==> src/rtl/register_read_arbiter.sv <==
// Shares the register file's two synchronous read ports between decode lanes A and B.
// Slots 0..3 are A0, A1, B0, B1; a slot is issued, then captured on the following data cycle.
module register_read_arbiter #(
  parameter int unsigned ADDR_W = 4,
  parameter int unsigned DATA_W = 32
) (
  input  logic              clock_i,
  input  logic              reset_i,
  input  logic              flush_i,
  input  logic              a_req_i,
  input  logic              a_src0_vld_i,
  input  logic [ADDR_W-1:0] a_src0_addr_i,
  input  logic              a_src1_vld_i,
  input  logic [ADDR_W-1:0] a_src1_addr_i,
  input  logic              b_req_i,
  input  logic              b_src0_vld_i,
  input  logic [ADDR_W-1:0] b_src0_addr_i,
  input  logic              b_src1_vld_i,
  input  logic [ADDR_W-1:0] b_src1_addr_i,
  output logic [1:0]        rf_rd_en_o,
  output logic [ADDR_W-1:0] rf_rd_addr0_o,
  output logic [ADDR_W-1:0] rf_rd_addr1_o,
  input  logic [DATA_W-1:0] rf_rd_data0_i,
  input  logic [DATA_W-1:0] rf_rd_data1_i,
  output logic              a_done_o,
  output logic [DATA_W-1:0] a_op0_o,
  output logic [DATA_W-1:0] a_op1_o,
  output logic              a_busy_o,
  output logic              b_done_o,
  output logic [DATA_W-1:0] b_op0_o,
  output logic [DATA_W-1:0] b_op1_o,
  output logic              b_busy_o
);

  typedef enum logic {StIdle, StBusy} lane_st_e;

  lane_st_e          lane_q [2];
  lane_st_e          lane_d [2];
  logic [3:0]        need_q, need_d;
  logic [3:0]        iss1_q, iss1_d, iss2_q, iss2_d;
  logic [3:0]        psel1_q, psel1_d, psel2_q;
  logic [ADDR_W-1:0] addr_q [4];
  logic [ADDR_W-1:0] addr_d [4];
  logic [DATA_W-1:0] stg_q [4];
  logic [DATA_W-1:0] stg_d [4];
  logic [DATA_W-1:0] op_q [4];
  logic [DATA_W-1:0] op_d [4];
  logic [1:0]        done_q, done_d, en_q, en_d;
  logic [ADDR_W-1:0] raddr0_q, raddr0_d, raddr1_q, raddr1_d;
  logic              rr_q, rr_d;

  logic [1:0]        req;
  logic [3:0]        in_vld;
  logic [ADDR_W-1:0] in_addr [4];
  logic [1:0]        accept;
  logic [3:0]        elig, issue, psel, cap;
  logic [ADDR_W-1:0] eff_addr [4];
  logic [DATA_W-1:0] cdata [4];

  assign req        = {b_req_i, a_req_i};
  assign in_vld     = {b_src1_vld_i, b_src0_vld_i, a_src1_vld_i, a_src0_vld_i};
  assign in_addr[0] = a_src0_addr_i;
  assign in_addr[1] = a_src1_addr_i;
  assign in_addr[2] = b_src0_addr_i;
  assign in_addr[3] = b_src1_addr_i;

  // A request accepted this cycle is scheduled straight from the inputs so that the
  // address appears in the very next cycle.
  always_comb begin : issue_logic
    logic [1:0]        cnt;
    logic [ADDR_W-1:0] p0, p1;
    logic [1:0]        s;
    cnt   = 2'd0;
    p0    = '0;
    p1    = '0;
    s     = 2'd0;
    issue = 4'b0;
    psel  = 4'b0;
    for (int l = 0; l < 2; l++) begin
      accept[l] = !flush_i && (lane_q[l] == StIdle) && req[l];
    end
    for (int i = 0; i < 4; i++) begin
      eff_addr[i] = accept[i>>1] ? in_addr[i] : addr_q[i];
      if (flush_i) begin
        elig[i] = 1'b0;
      end else if (accept[i>>1]) begin
        elig[i] = in_vld[i];
      end else begin
        elig[i] = (lane_q[i>>1] == StBusy) && need_q[i] && !iss1_q[i] && !iss2_q[i];
      end
    end
    for (int k = 0; k < 4; k++) begin
      s = 2'(k) ^ {rr_q, 1'b0};
      if (elig[s]) begin
        if (cnt != 2'd0 && eff_addr[s] == p0) begin
          issue[s] = 1'b1;
          psel[s]  = 1'b0;
        end else if (cnt == 2'd2 && eff_addr[s] == p1) begin
          issue[s] = 1'b1;
          psel[s]  = 1'b1;
        end else if (cnt == 2'd0) begin
          issue[s] = 1'b1;
          psel[s]  = 1'b0;
          p0       = eff_addr[s];
          cnt      = 2'd1;
        end else if (cnt == 2'd1) begin
          issue[s] = 1'b1;
          psel[s]  = 1'b1;
          p1       = eff_addr[s];
          cnt      = 2'd2;
        end
      end
    end
    en_d     = {cnt == 2'd2, cnt != 2'd0};
    raddr0_d = (cnt != 2'd0) ? p0 : raddr0_q;
    raddr1_d = (cnt == 2'd2) ? p1 : raddr1_q;
    rr_d     = rr_q ^ (rr_q ? |issue[3:2] : |issue[1:0]);
    iss1_d   = issue;
    psel1_d  = psel;
    iss2_d   = flush_i ? 4'b0 : iss1_q;
  end

  // Captured data is staged per slot; the visible operands change only on done.
  always_comb begin : lane_logic
    for (int i = 0; i < 4; i++) begin
      cap[i]   = iss2_q[i] && !flush_i;
      cdata[i] = psel2_q[i] ? rf_rd_data1_i : rf_rd_data0_i;
      addr_d[i] = accept[i>>1] ? in_addr[i] : addr_q[i];
      op_d[i]   = op_q[i];
      if (flush_i) begin
        need_d[i] = 1'b0;
      end else if (accept[i>>1]) begin
        need_d[i] = in_vld[i];
      end else begin
        need_d[i] = need_q[i] && !cap[i];
      end
      if (accept[i>>1]) begin
        stg_d[i] = op_q[i];
      end else if (cap[i]) begin
        stg_d[i] = cdata[i];
      end else begin
        stg_d[i] = stg_q[i];
      end
    end
    for (int l = 0; l < 2; l++) begin
      lane_d[l] = lane_q[l];
      done_d[l] = 1'b0;
      if (flush_i) begin
        lane_d[l] = StIdle;
      end else if (accept[l]) begin
        if (!in_vld[2*l] && !in_vld[2*l+1]) begin
          done_d[l] = 1'b1;
        end else begin
          lane_d[l] = StBusy;
        end
      end else if (lane_q[l] == StBusy && !need_d[2*l] && !need_d[2*l+1]) begin
        done_d[l]   = 1'b1;
        lane_d[l]   = StIdle;
        op_d[2*l]   = cap[2*l] ? cdata[2*l] : stg_q[2*l];
        op_d[2*l+1] = cap[2*l+1] ? cdata[2*l+1] : stg_q[2*l+1];
      end
    end
  end

  always_ff @(posedge clock_i or negedge reset_i) begin
    if (!reset_i) begin
      lane_q[0] <= StIdle;
      lane_q[1] <= StIdle;
      need_q    <= 4'b0;
      iss1_q    <= 4'b0;
      iss2_q    <= 4'b0;
      psel1_q   <= 4'b0;
      psel2_q   <= 4'b0;
      for (int i = 0; i < 4; i++) begin
        addr_q[i] <= '0;
        stg_q[i]  <= '0;
        op_q[i]   <= '0;
      end
      done_q   <= 2'b0;
      en_q     <= 2'b0;
      raddr0_q <= '0;
      raddr1_q <= '0;
      rr_q     <= 1'b0;
    end else begin
      lane_q[0] <= lane_d[0];
      lane_q[1] <= lane_d[1];
      need_q    <= need_d;
      iss1_q    <= iss1_d;
      iss2_q    <= iss2_d;
      psel1_q   <= psel1_d;
      psel2_q   <= psel1_q;
      for (int i = 0; i < 4; i++) begin
        addr_q[i] <= addr_d[i];
        stg_q[i]  <= stg_d[i];
        op_q[i]   <= op_d[i];
      end
      done_q   <= done_d;
      en_q     <= en_d;
      raddr0_q <= raddr0_d;
      raddr1_q <= raddr1_d;
      rr_q     <= rr_d;
    end
  end

  assign rf_rd_en_o    = en_q;
  assign rf_rd_addr0_o = raddr0_q;
  assign rf_rd_addr1_o = raddr1_q;
  assign a_done_o      = done_q[0];
  assign b_done_o      = done_q[1];
  assign a_op0_o       = op_q[0];
  assign a_op1_o       = op_q[1];
  assign b_op0_o       = op_q[2];
  assign b_op1_o       = op_q[3];
  assign a_busy_o      = (lane_q[0] == StBusy);
  assign b_busy_o      = (lane_q[1] == StBusy);

endmodule

==> config.mk <==
export PLATFORM = sky130hd
export DESIGN_NAME = register_read_arbiter
export DESIGN_NICKNAME = d
export VERILOG_FILES = /design/src/rtl/register_read_arbiter.sv
export SDC_FILE = /design/constraint.sdc
export NUM_CORES = 1
export LEC_CHECK = 0
export ABC_AREA = 1
export CAP_MARGIN = 10
export CORE_UTILIZATION = 50
export DETAILED_ROUTE_END_ITERATION = 7
export PLACE_DENSITY = 0.79
export SYNTH_ARGS = -nofsm -noshare
export SYNTH_HDL_FRONTEND = slang
export SYNTH_SLANG_ARGS = --single-unit
==> constraint.sdc <==
create_clock -name clock_i -period 3.4 [get_ports clock_i]
set_input_delay 0.85 -clock clock_i [delete_from_list [all_inputs] [get_ports clock_i]]
set_output_delay 0.85 -clock clock_i [all_outputs]
set_load 0.01 [all_outputs]
==> flow_summary_export.csv <==
group,metric,value,unit
status,status,"completed",
floorplanning,std_cell_rows,64,
sta,max_freq,300.5,MHz
routing,drtAntennaViolNets,0,
yosys,syn-instance-count,2060,
grt,antenna_found_initial,4,
power_and_ir_drop,powerDensity,822.2,nW/um^2
routing,via_per_inst,5.361,
flow_run,max_cap_viol_count,0,
clock_network,ctsHoldBuffers,0,
worst_setup_path,rr_startpoint,"a_busy_o",
yosys,synthArstFlopShare,100.0,%
yosys,synthTopCellsByCount,"460 x nand2_1, 404 x o21ai_0, 307 x dfrtp_1",
sta,post-route-period-util,97.89,%
routing,initialDrtViolationCount,1240,
routing,wire_per_inst,17.80,um
floorplanning,die_w,177.8,um
yosys,synth_nets,2152,
yosys,synth-seq-area-share,49.69,%
yosys,ys_ff_latch,307,
clock_network,cts.root.buffer_cell,"clkbuf_16",
final_layout,final_cells,2789,
worst_setup_path,worstPathMaxFanout,8,
worst_setup_path,critPathRequiredTime,3.84,ns
sta,hold_viol_final,0,
grt,grt_pass1_wl,76220,um
grt,grt_usage,31.40,%
sta,fin_skew,0.01409,ns
yosys,synth_edf_count,0,
worst_setup_path,crit_top_cell,"nand2_4",
sta,min_period,3.328,ns
worst_setup_path,cpMaxStageDelayCell,"nor2_4",
clock_network,clk_latency,0.50,ns
clock_network,clockBufferDepth,3,
placement,place.port_buffers,230,
worst_setup_path,end_kind,"register",
yosys,synth_most_common_cell,"nand2_1",
worst_setup_path,start_kind,"input port",
routing,num_vias,14951,
final_layout,drive_gt1_share,14.42,%
floorplanning,die_area,31630,sq um
worst_setup_path,critPathArrivalTime,3.77,ns
yosys,syn_area_per_cell,7.505,sq um
power_and_ir_drop,power,16.95,mW
yosys,synth_area_leaders,"dfrtp_1 50%, o21ai_0 13%, nand2_1 11%",
clock_network,clk_pin_slew,0.06,ns
final_layout,syn_to_final_growth,33.36,%
placement,place_hpwl,34750,um
sta,slew_headroom,22.32,%
power_and_ir_drop,leakagePower,9.723,nW
placement,dp_cells,2704,
final_layout,final_nets,2459,
yosys,yosys.area.top_type,"dfrtp_1",
floorplanning,pin_count,231,
clock_network,htree_levels,2,
yosys,synth_area,15460,sq um
yosys,synth_ff_type,"dfrtp_1",
sta,slew_violations,0,
yosys,ys_warn_count,0,
clock_network,cts_tree,"yes",
grt,grt_start_max_net_pins,129,
grt,grt_overflow,0,
worst_setup_path,slowest_delay,0.24,ns
grt,grt_pass1_vias,14253,
sta,setup_violations,0,
min_path,hold_class,"input port to async pin",
worst_setup_path,crit_type,"input port to register",
worst_setup_path,r2r_end,"rf_rd_addr0_o[2]",
yosys,ys_types,38,
clock_network,cts_num_sinks,307,
routing,wl,49650,um
floorplanning,core_area,30510,sq um
floorplanning,start_util,50.67,%
yosys,synth_top_area_share,49.69,%
sta,worstMarginPinSlew,1.165,ns
clock_network,cts_made_buffers,35,
routing,dr.pass1.iters,5,
placement,routabilityCongestion,0.9312,
floorplanning,die_h,177.8,um
routing,drc,0,
worst_setup_path,r2r_cells,29,
power_and_ir_drop,ir_drop,0.4795,mV
worst_setup_path,r2r_slack,0.16,ns
sta,grt_setup_unrepaired,"true",
-- through the flow --
stage	setup slack (ns)	hold WS, ns	setup TNS [ns]	utilization (%)	cell area, sq um
after CTS	0.002243	0.3477	0	66.85	20400
after global placement	-0.8051	0.3323	-17.95	62.75	19150
after detailed placement	-0.8878	0.3346	-24.17	62.75	19150
final	0.07168	0.3396	0	67.58	20620
after global routing	-0.1202	0.3636	-0.8322	67.57	20610
after floorplan	-0.06937	0.3312	-0.4443	-	15560
-- placed cells by master (no fill, tap or decap), types with 16 or more instances in the layout --
master	instances
a21oi_1	130
buf_12	16
buf_4	139
clkbuf_16	35
clkdlybuf4s50_1	224
dfrtp_1	302
inv_1	209
inv_2	16
nand2_1	439
nand2_2	32
nand3_1	30
nand3_2	19
nor2_1	269
o21ai_0	402
-- what timing repair did --
item	CTS	global route
setup buffers	9	14
gates cloned	0	1
resized for setup	30	37
hold endpoints to repair	0	0
pin swaps	26	33
endpoints found under the setup margin	16	17
-- worst max path at each step --
stage / start / to / cells after the start
global route: flush_i / rf_rd_addr0_o[2] / 32
detailed placement: flush_i / rf_rd_addr1_o[2] / 34
finish: flush_i / rf_rd_addr0_o[2] / 32
CTS: flush_i / rf_rd_addr0_o[2] / 33
floorplan: flush_i / rf_rd_addr0_o[0] / 31
global placement: flush_i / rf_rd_addr1_o[2] / 33
-- where the power goes --
part	switching [mW]	internal (mW)
logic	3.84	3.38
registers	0.884	5.19
clock network	1.51	2.14
total	6.23	10.7
-- worst max-delay path: cells and delay by family --
family                     cells  cell delay (ns)
and+or+nand+nor               20             1.77
buffers and inverters          9             0.73
AOI/OAI and AO/OA              2             0.22
adders and majority gates      1             0.17
-- final cells by class --
| class | count | area, sq um |
|---|---|---|
| multi-input combinational | 1403 | 6701 |
| clock inverter | 8 | 52.55 |
| timing repair buffer | 389 | 3716 |
| tap | 396 | 495.5 |
| clock buffer | 54 | 1057 |
| fill | 2563 | 9892 |
| antenna | 1 | 2.502 |
| inverter | 231 | 903.4 |
| sequential | 307 | 7689 |
-- metal layers --
layer | GRT usage, % | vias up | share of wire [%]
met5 | 0 | - | 0.068
met4 | 14.78 | 6 | 4.9
met3 | 4.734 | 132 | 6.7
met2 | 52.52 | 565 | 48
met1 | 39.94 | 7065 | 40
li1 | - | 7183 | -
-- kinds of logic (layout without fill, tap and decap cells) --
family	after synthesis	after routing	synth area share (%)
AND/OR/NAND/NOR	832	833	22.22
other	0	1	0
adder cells (fa/ha/maj)	3	3	0.2428
AO/OA/AOI/OAI	562	562	18.80
buffers and inverters	351	682	8.757
flip-flops	307	307	49.69
XOR/XNOR	5	5	0.2833
-- sequential cells by signal (all words and copies together) (netlist names), 2 cells and up --
signal and count:
rf_rd_addr0_o 4, done_q 2, a_op0_o 32, iss1_q 4, rf_rd_addr1_o 4, need_q 4
psel1_q 4, psel2_q 4, addr_q 16, iss2_q 4, rf_rd_en_o 2, stg_q 128
b_op0_o 32, b_op1_o 32, a_op1_o 32
Power figures use the tool's default switching activity.
